==> src/rtl/phaser_in_tap_ctrl.sv <==
`timescale 1ns/1ps
// Request sequencer for the phaser input stage: turns fine-tap, counter-load and
// counter-read requests into the phaser's strobe sequences and keeps a shadow fine tap.
module phaser_in_tap_ctrl #(
    parameter int INIT_FINE     = 0,
    parameter int MAX_FINE      = 63,
    parameter int SETTLE_CYCLES = 8,
    parameter int READ_LAT      = 2
) (
    input  logic       CLK,
    input  logic       RST,
    input  logic       REQ_VALID,
    output logic       REQ_READY,
    input  logic [1:0] REQ_OP,
    input  logic [5:0] REQ_DATA,
    output logic       RSP_VALID,
    input  logic       RSP_READY,
    output logic [5:0] RSP_DATA,
    output logic       RSP_ERR,
    output logic       FINEENABLE,
    output logic       FINEINC,
    input  logic       FINEOVERFLOW,
    output logic       COUNTERLOADEN,
    output logic [5:0] COUNTERLOADVAL,
    output logic       COUNTERREADEN,
    input  logic [5:0] COUNTERREADVAL,
    output logic [5:0] FINE_TAP,
    output logic       BUSY
);

    typedef enum logic [2:0] {
        IDLE, CHECK, STEP, SETTLE, LOAD, RDEN, RDWAIT, RESP
    } state_e;

    typedef enum logic [1:0] {
        OP_FINE = 2'b00, OP_LOAD = 2'b01, OP_READ = 2'b10, OP_ILL = 2'b11
    } op_e;

    localparam logic [5:0]  INIT_TAP    = 6'(INIT_FINE);
    localparam logic [6:0]  MAX_TAP     = 7'(MAX_FINE);
    localparam logic [15:0] SETTLE_LAST = 16'(SETTLE_CYCLES - 1);
    localparam logic [15:0] READ_LAST   = 16'(READ_LAT - 1);

    state_e      state_q, state_d;
    op_e         op_q, op_d;
    logic [5:0]  target_q, target_d;
    logic [5:0]  tap_q, tap_d;
    logic [5:0]  loadval_q, loadval_d;
    logic [5:0]  rsp_data_q, rsp_data_d;
    logic        rsp_err_q, rsp_err_d;
    logic [15:0] cnt_q, cnt_d;
    logic        dir_q, dir_d;
    logic        ovf_q, ovf_d;
    logic        ovf_seen;

    assign ovf_seen = ovf_q | FINEOVERFLOW;

    always_comb begin
        // NOTE: every variable gets a default first so no path can infer a latch.
        state_d    = state_q;
        op_d       = op_q;
        target_d   = target_q;
        tap_d      = tap_q;
        loadval_d  = loadval_q;
        rsp_data_d = rsp_data_q;
        rsp_err_d  = rsp_err_q;
        cnt_d      = cnt_q;
        dir_d      = dir_q;
        ovf_d      = ovf_q;

        unique case (state_q)
            IDLE: begin
                if (REQ_VALID) begin
                    op_d       = op_e'(REQ_OP);
                    target_d   = REQ_DATA;
                    rsp_data_d = '0;
                    rsp_err_d  = 1'b0;
                    unique case (op_e'(REQ_OP))
                        OP_FINE: begin
                            if ({1'b0, REQ_DATA} > MAX_TAP) begin
                                state_d    = RESP;
                                rsp_err_d  = 1'b1;
                                rsp_data_d = tap_q;
                            end else begin
                                state_d = CHECK;
                            end
                        end
                        OP_LOAD: begin
                            // Latched at accept so the value is already stable during the strobe.
                            loadval_d = REQ_DATA;
                            state_d   = LOAD;
                        end
                        OP_READ: state_d = RDEN;
                        OP_ILL: begin
                            state_d   = RESP;
                            rsp_err_d = 1'b1;
                        end
                    endcase
                end
            end
            CHECK: begin
                if (tap_q == target_q) begin
                    state_d    = RESP;
                    rsp_data_d = tap_q;
                    rsp_err_d  = 1'b0;
                end else begin
                    state_d = STEP;
                end
            end
            STEP: begin
                dir_d   = (target_q > tap_q);
                cnt_d   = SETTLE_LAST;
                ovf_d   = 1'b0;
                state_d = SETTLE;
            end
            LOAD: begin
                cnt_d   = SETTLE_LAST;
                ovf_d   = 1'b0;
                state_d = SETTLE;
            end
            SETTLE: begin
                ovf_d = ovf_seen;
                if (cnt_q != '0) begin
                    cnt_d = cnt_q - 16'd1;
                end else if (op_q != OP_FINE) begin
                    // Overflow only concerns the fine line; a counter load settles unconditionally.
                    state_d    = RESP;
                    rsp_data_d = target_q;
                    rsp_err_d  = 1'b0;
                end else if (ovf_seen) begin
                    state_d    = RESP;
                    rsp_data_d = tap_q;
                    rsp_err_d  = 1'b1;
                end else begin
                    tap_d   = dir_q ? tap_q + 6'd1 : tap_q - 6'd1;
                    state_d = CHECK;
                end
            end
            RDEN: begin
                cnt_d   = READ_LAST;
                state_d = RDWAIT;
            end
            RDWAIT: begin
                if (cnt_q != '0) begin
                    cnt_d = cnt_q - 16'd1;
                end else begin
                    state_d    = RESP;
                    rsp_data_d = COUNTERREADVAL;
                    rsp_err_d  = 1'b0;
                end
            end
            RESP: begin
                if (RSP_READY) state_d = IDLE;
            end
            default: state_d = IDLE;
        endcase
    end

    always_ff @(posedge CLK) begin
        // NOTE: sequential state uses non-blocking assignments; reset wins over every update.
        if (RST) begin
            state_q    <= IDLE;
            op_q       <= OP_FINE;
            target_q   <= '0;
            tap_q      <= INIT_TAP;
            loadval_q  <= '0;
            rsp_data_q <= '0;
            rsp_err_q  <= 1'b0;
            cnt_q      <= '0;
            dir_q      <= 1'b0;
            ovf_q      <= 1'b0;
        end else begin
            state_q    <= state_d;
            op_q       <= op_d;
            target_q   <= target_d;
            tap_q      <= tap_d;
            loadval_q  <= loadval_d;
            rsp_data_q <= rsp_data_d;
            rsp_err_q  <= rsp_err_d;
            cnt_q      <= cnt_d;
            dir_q      <= dir_d;
            ovf_q      <= ovf_d;
        end
    end

    // Ready is masked by RST so nothing is offered while reset is held.
    assign REQ_READY      = (state_q == IDLE) && !RST;
    assign BUSY           = (state_q != IDLE);
    assign RSP_VALID      = (state_q == RESP);
    assign RSP_DATA       = rsp_data_q;
    assign RSP_ERR        = rsp_err_q;
    assign FINEENABLE     = (state_q == STEP);
    assign FINEINC        = (state_q == STEP) && (target_q > tap_q);
    assign COUNTERLOADEN  = (state_q == LOAD);
    assign COUNTERLOADVAL = loadval_q;
    assign COUNTERREADEN  = (state_q == RDEN);
    assign FINE_TAP       = tap_q;

endmodule

==> config.mk <==
export PLATFORM = sky130hd
export DESIGN_NAME = phaser_in_tap_ctrl
export DESIGN_NICKNAME = d
export VERILOG_FILES = /design/src/rtl/phaser_in_tap_ctrl.sv
export SDC_FILE = /design/constraint.sdc
export NUM_CORES = 1
export LEC_CHECK = 0
export ABC_AREA = 1
export CORE_AREA = 2 2 83 85
export DETAILED_ROUTE_END_ITERATION = 10
export DIE_AREA = 0 0 85 87
export DONT_BUFFER_PORTS = 1
export SLEW_MARGIN = 5
export SYNTH_ARGS = -nofsm -noshare
export SYNTH_HDL_FRONTEND = slang
export SYNTH_SLANG_ARGS = --single-unit
==> constraint.sdc <==
create_clock -name CLK -period 2 [get_ports CLK]
set_input_delay 0.4 -clock CLK [delete_from_list [all_inputs] [get_ports CLK]]
set_output_delay 0.4 -clock CLK [all_outputs]
set_load 0.05 [all_outputs]
==> run_results.csv <==
group,metric,value,unit
global_route,gr_busiest_metal,"met2",
global_route,grt_util_met3,0.04076,
cts,tritoncts_clock_tree,"built",
place,placedCellCount,512,
global_route,grt_antenna_before_repair,0,
global_route,grt_max_degree,31,
power_and_ir_drop,power_switching,3.256,mW
timing,finalHoldViolCount,0,
timing,timing.slew.headroom,0.6523,
floorplan,rows,30,
global_route,use_met2,0.3473,
critical_path,critical_path_required,1600,ps
floorplan,core,0.006569,mm2
synthesis,synth_cells,427,
synthesis,synth_seq_cells,48,
floorplan,floorplan.initialDensity,0.4360,
status,run_status,"finished, violations left",
status,violations,"negative setup slack",
timing,finalSetupViolations,1,
critical_path,cp_cell_sequence,"inv_4 -> ha_4 -> nand2_4 -> nor2_4 -> o21ai_2 -> o211ai_1 -> nand3_4 -> clkinvlp_4",
synthesis,synth_most_common_cell,"nand2_1",
floorplan,floorplan.die.width,85,um
final_layout,fin_util,0.4975,
power_and_ir_drop,power.sequential.fraction,0.279,
place,place_worst_setup_slack,82.07,ps
detailed_routing,avgViaCountPerCell,5.123,
synthesis,synth_top_area_share,0.3355,
synthesis,post-synth-top-area-cell,"dfxtp_1",
synthesis,synth_enable_flop_cells,0,
critical_path,startpoint_type,"flip-flop",
floorplan,die_area,0.007395,mm2
synthesis,synthDistinctLibCells,33,
power_and_ir_drop,power.density,1855,mW/mm2
flow_run,drv.max_cap_violation_count,0,
cts,path_clk_slew,90,ps
synthesis,yosys_warnings,0,
synthesis,yosys_most_used_dff,"dfxtp_1",
power_and_ir_drop,power.share.switching,0.5369,
detailed_routing,routedWlPerCell,13.39,um
power_and_ir_drop,totalPowerFinal,6.064,mW
global_route,grtUsageTotal,0.1944,
cts,htree_levels,2,
cts,clkLatencyLatePin,310,ps
timing,timing.final.max_slew_violations,0,
cts,cts_buffers,5,
place,dpl_wire_length,5363,um
cts,tritoncts_num_sinks,48,
critical_path,critical_path_cell_with_the_highest_stage_delay,"dfxtp_4",
power_and_ir_drop,cellInternalPower,2.808,mW
final_layout,finalNonFillerCells,522,
final_layout,synthToLayoutAreaGrowth,14.11,%
floorplan,floorplan.die.height,87,um
final_layout,finalNetCount,472,
timing,finalCritPeriodShare,1.043,
global_route,via_count_of_the_first_global_routing_pass,2584,
critical_path,setup.worst_path.class,"flip-flop to primary output",
cts,clock-root-buffer,"clkbuf_8",
synthesis,postSynthNetCount,458,
synthesis,netlist_area_before_placement,0.002864,mm2
synthesis,synth_top_cells_by_area,"dfxtp_1, nand2_1, inv_1",
final_layout,antenna_cells_inserted,0,
cts,postCtsHoldBufs,0,
synthesis,synth_seq_area_share,0.3355,
floorplan,ios,45,
detailed_routing,drt.antenna.violating_nets,0,
power_and_ir_drop,power.clock.fraction,0.118,
place,finalWeightedCongestion,0.8145,
detailed_routing,drt_drc_violations_left,0,
timing,tightestPinTransition,520.9,ps
detailed_routing,dr_total_vias,2674,
critical_path,worstRegToRegCells,11,
synthesis,ys_async_sr_fraction,0,
power_and_ir_drop,worst_ir_drop_vdd,897.7,uV
final_layout,post_route_cells_drive_above_1_share,0.1674,
timing,fin_crit,2085,ps
critical_path,crit_arrival,1690,ps
critical_path,critPathCaptureType,"primary output",
power_and_ir_drop,combinationalPowerShare,0.604,
power_and_ir_drop,static_power_due_to_leakage,1.478,nW
critical_path,crit_path_max_incr_delay,360,ps
timing,fin_tns_setup,-85.30,ps
detailed_routing,drt_pass_1_iters,4,
cts,clockBufferDepth,2,
timing,hold_worst_slack,145.5,ps
hold_path,min_path_type,"primary input to flip-flop",
place,port_buffers,0,
final_layout,layout.filler_cells,692,
global_route,grt_pass1_wl,11640,um
synthesis,synthTopCellsByCount,"nand2_1, inv_1, nor2_1",
timing,finalClockSkew,6.933,ps
detailed_routing,detail_route.iter0.violations,103,
timing,timing.fmax,479.5,MHz
global_route,grt-ovfl-total,0,
final_layout,post-route-cell-area,0.003268,mm2
timing,worst_slack,-85.30,ps
timing,grt_setup_unrepaired,"yes",
detailed_routing,route.final.wire_length,6987,um
synthesis,syn_area_per_cell,6.707,um2
global_route,grt.met1_usage,0.2285,
critical_path,crit_path_max_fanout,3,
place,placed_cell_area,0.003033,mm2
hold_path,hold_depth,1,
-- flip-flops by register name, indices dropped and copies added, names as in the netlist --
signal and cells:
target_q 6, RSP_DATA 6, dir_q 1, cnt_q 16, COUNTERLOADVAL 6, state_q 3, ovf_q 1, RSP_ERR 1
FINE_TAP 6, op_q 2
-- cell type report --
| type | instances | area [um2] | share of cell area |
|---|---|---|---|
| well taps | 80 | 100.1 | 0.03063 |
| flip-flops and latches | 48 | 977.2 | 0.2990 |
| clock inverters | 2 | 35.03 | 0.01072 |
| repair buffers | 15 | 112.6 | 0.03446 |
| inverters | 66 | 261.5 | 0.08002 |
| multi-input cells | 305 | 1709 | 0.5230 |
| clock buffers | 6 | 72.57 | 0.02221 |
-- power by group through the flow --
stage / Clock [mW] / Combinational, mW / Sequential [mW]
floorplan: 0 / 2.86 / 1.66
global placement: 0 / 3.41 / 1.68
detailed placement: 0 / 3.46 / 1.69
CTS: 0.731 / 3.56 / 1.68
global route: 0.761 / 4.17 / 1.73
finish: 0.714 / 3.66 / 1.69
-- final timing paths --
check	slack, ps	to	from
worst max-delay path	-90	FINEINC	FINE_TAP[3]
worst min-delay path	150	FINE_TAP[5]	RST
worst max register to register	240	cnt_q[9]	cnt_q[0]
worst min register to register	480	ovf_q	ovf_q
-- kinds of logic (layout without fill, tap and decap cells) --
| kind of cell | count (synthesis) | count (layout) | share of synthesized area |
|---|---|---|---|
| DFF | 48 | 48 | 0.3355 |
| and+or+nand+nor | 206 | 206 | 0.3377 |
| AOI/OAI and AO/OA | 83 | 83 | 0.1547 |
| xor gates and xnor gates | 4 | 4 | 0.01223 |
| adders and majority gates | 12 | 12 | 0.05505 |
| buffers and inverters | 74 | 89 | 0.1048 |
-- routing by layer --
metal	part of all wire	vias to the layer above
li1	-	1398
met1	0.45	1208
met2	0.48	54
met3	0.034	14
met4	0.028	0
met5	0	-
-- placed cells by master, fill, tap and decap left out, types with 5 or more instances in the layout --
master	n
nand2_1	85
nor2_1	59
inv_1	56
dfxtp_1	41
a21oi_1	39
o21ai_0	27
nand3_1	23
buf_4	15
o21ai_1	8
nor2_4	7
nor3_1	7
nand2_2	6
nand2_4	6
ha_1	6
inv_2	5
ha_4	5
clkbuf_8	5
-- repair_timing --
item                       4_1_cts  5_1_grt
pin swaps                        8        8
buffers inserted                 2        0
gates cloned                     0        0
setup endpoints to repair        1        1
resized for setup                9       15
-- critical path, delay by kind of cell, from the launching register on --
family | cells | cell delay [ps]
AO/OA/AOI/OAI | 2 | 200
AND/OR/NAND/NOR | 3 | 270
buffers and inverters | 2 | 260
flip-flops | 1 | 360
adder cells (fa/ha/maj) | 1 | 270
No activity file was read; power rests on OpenSTA's default activity.
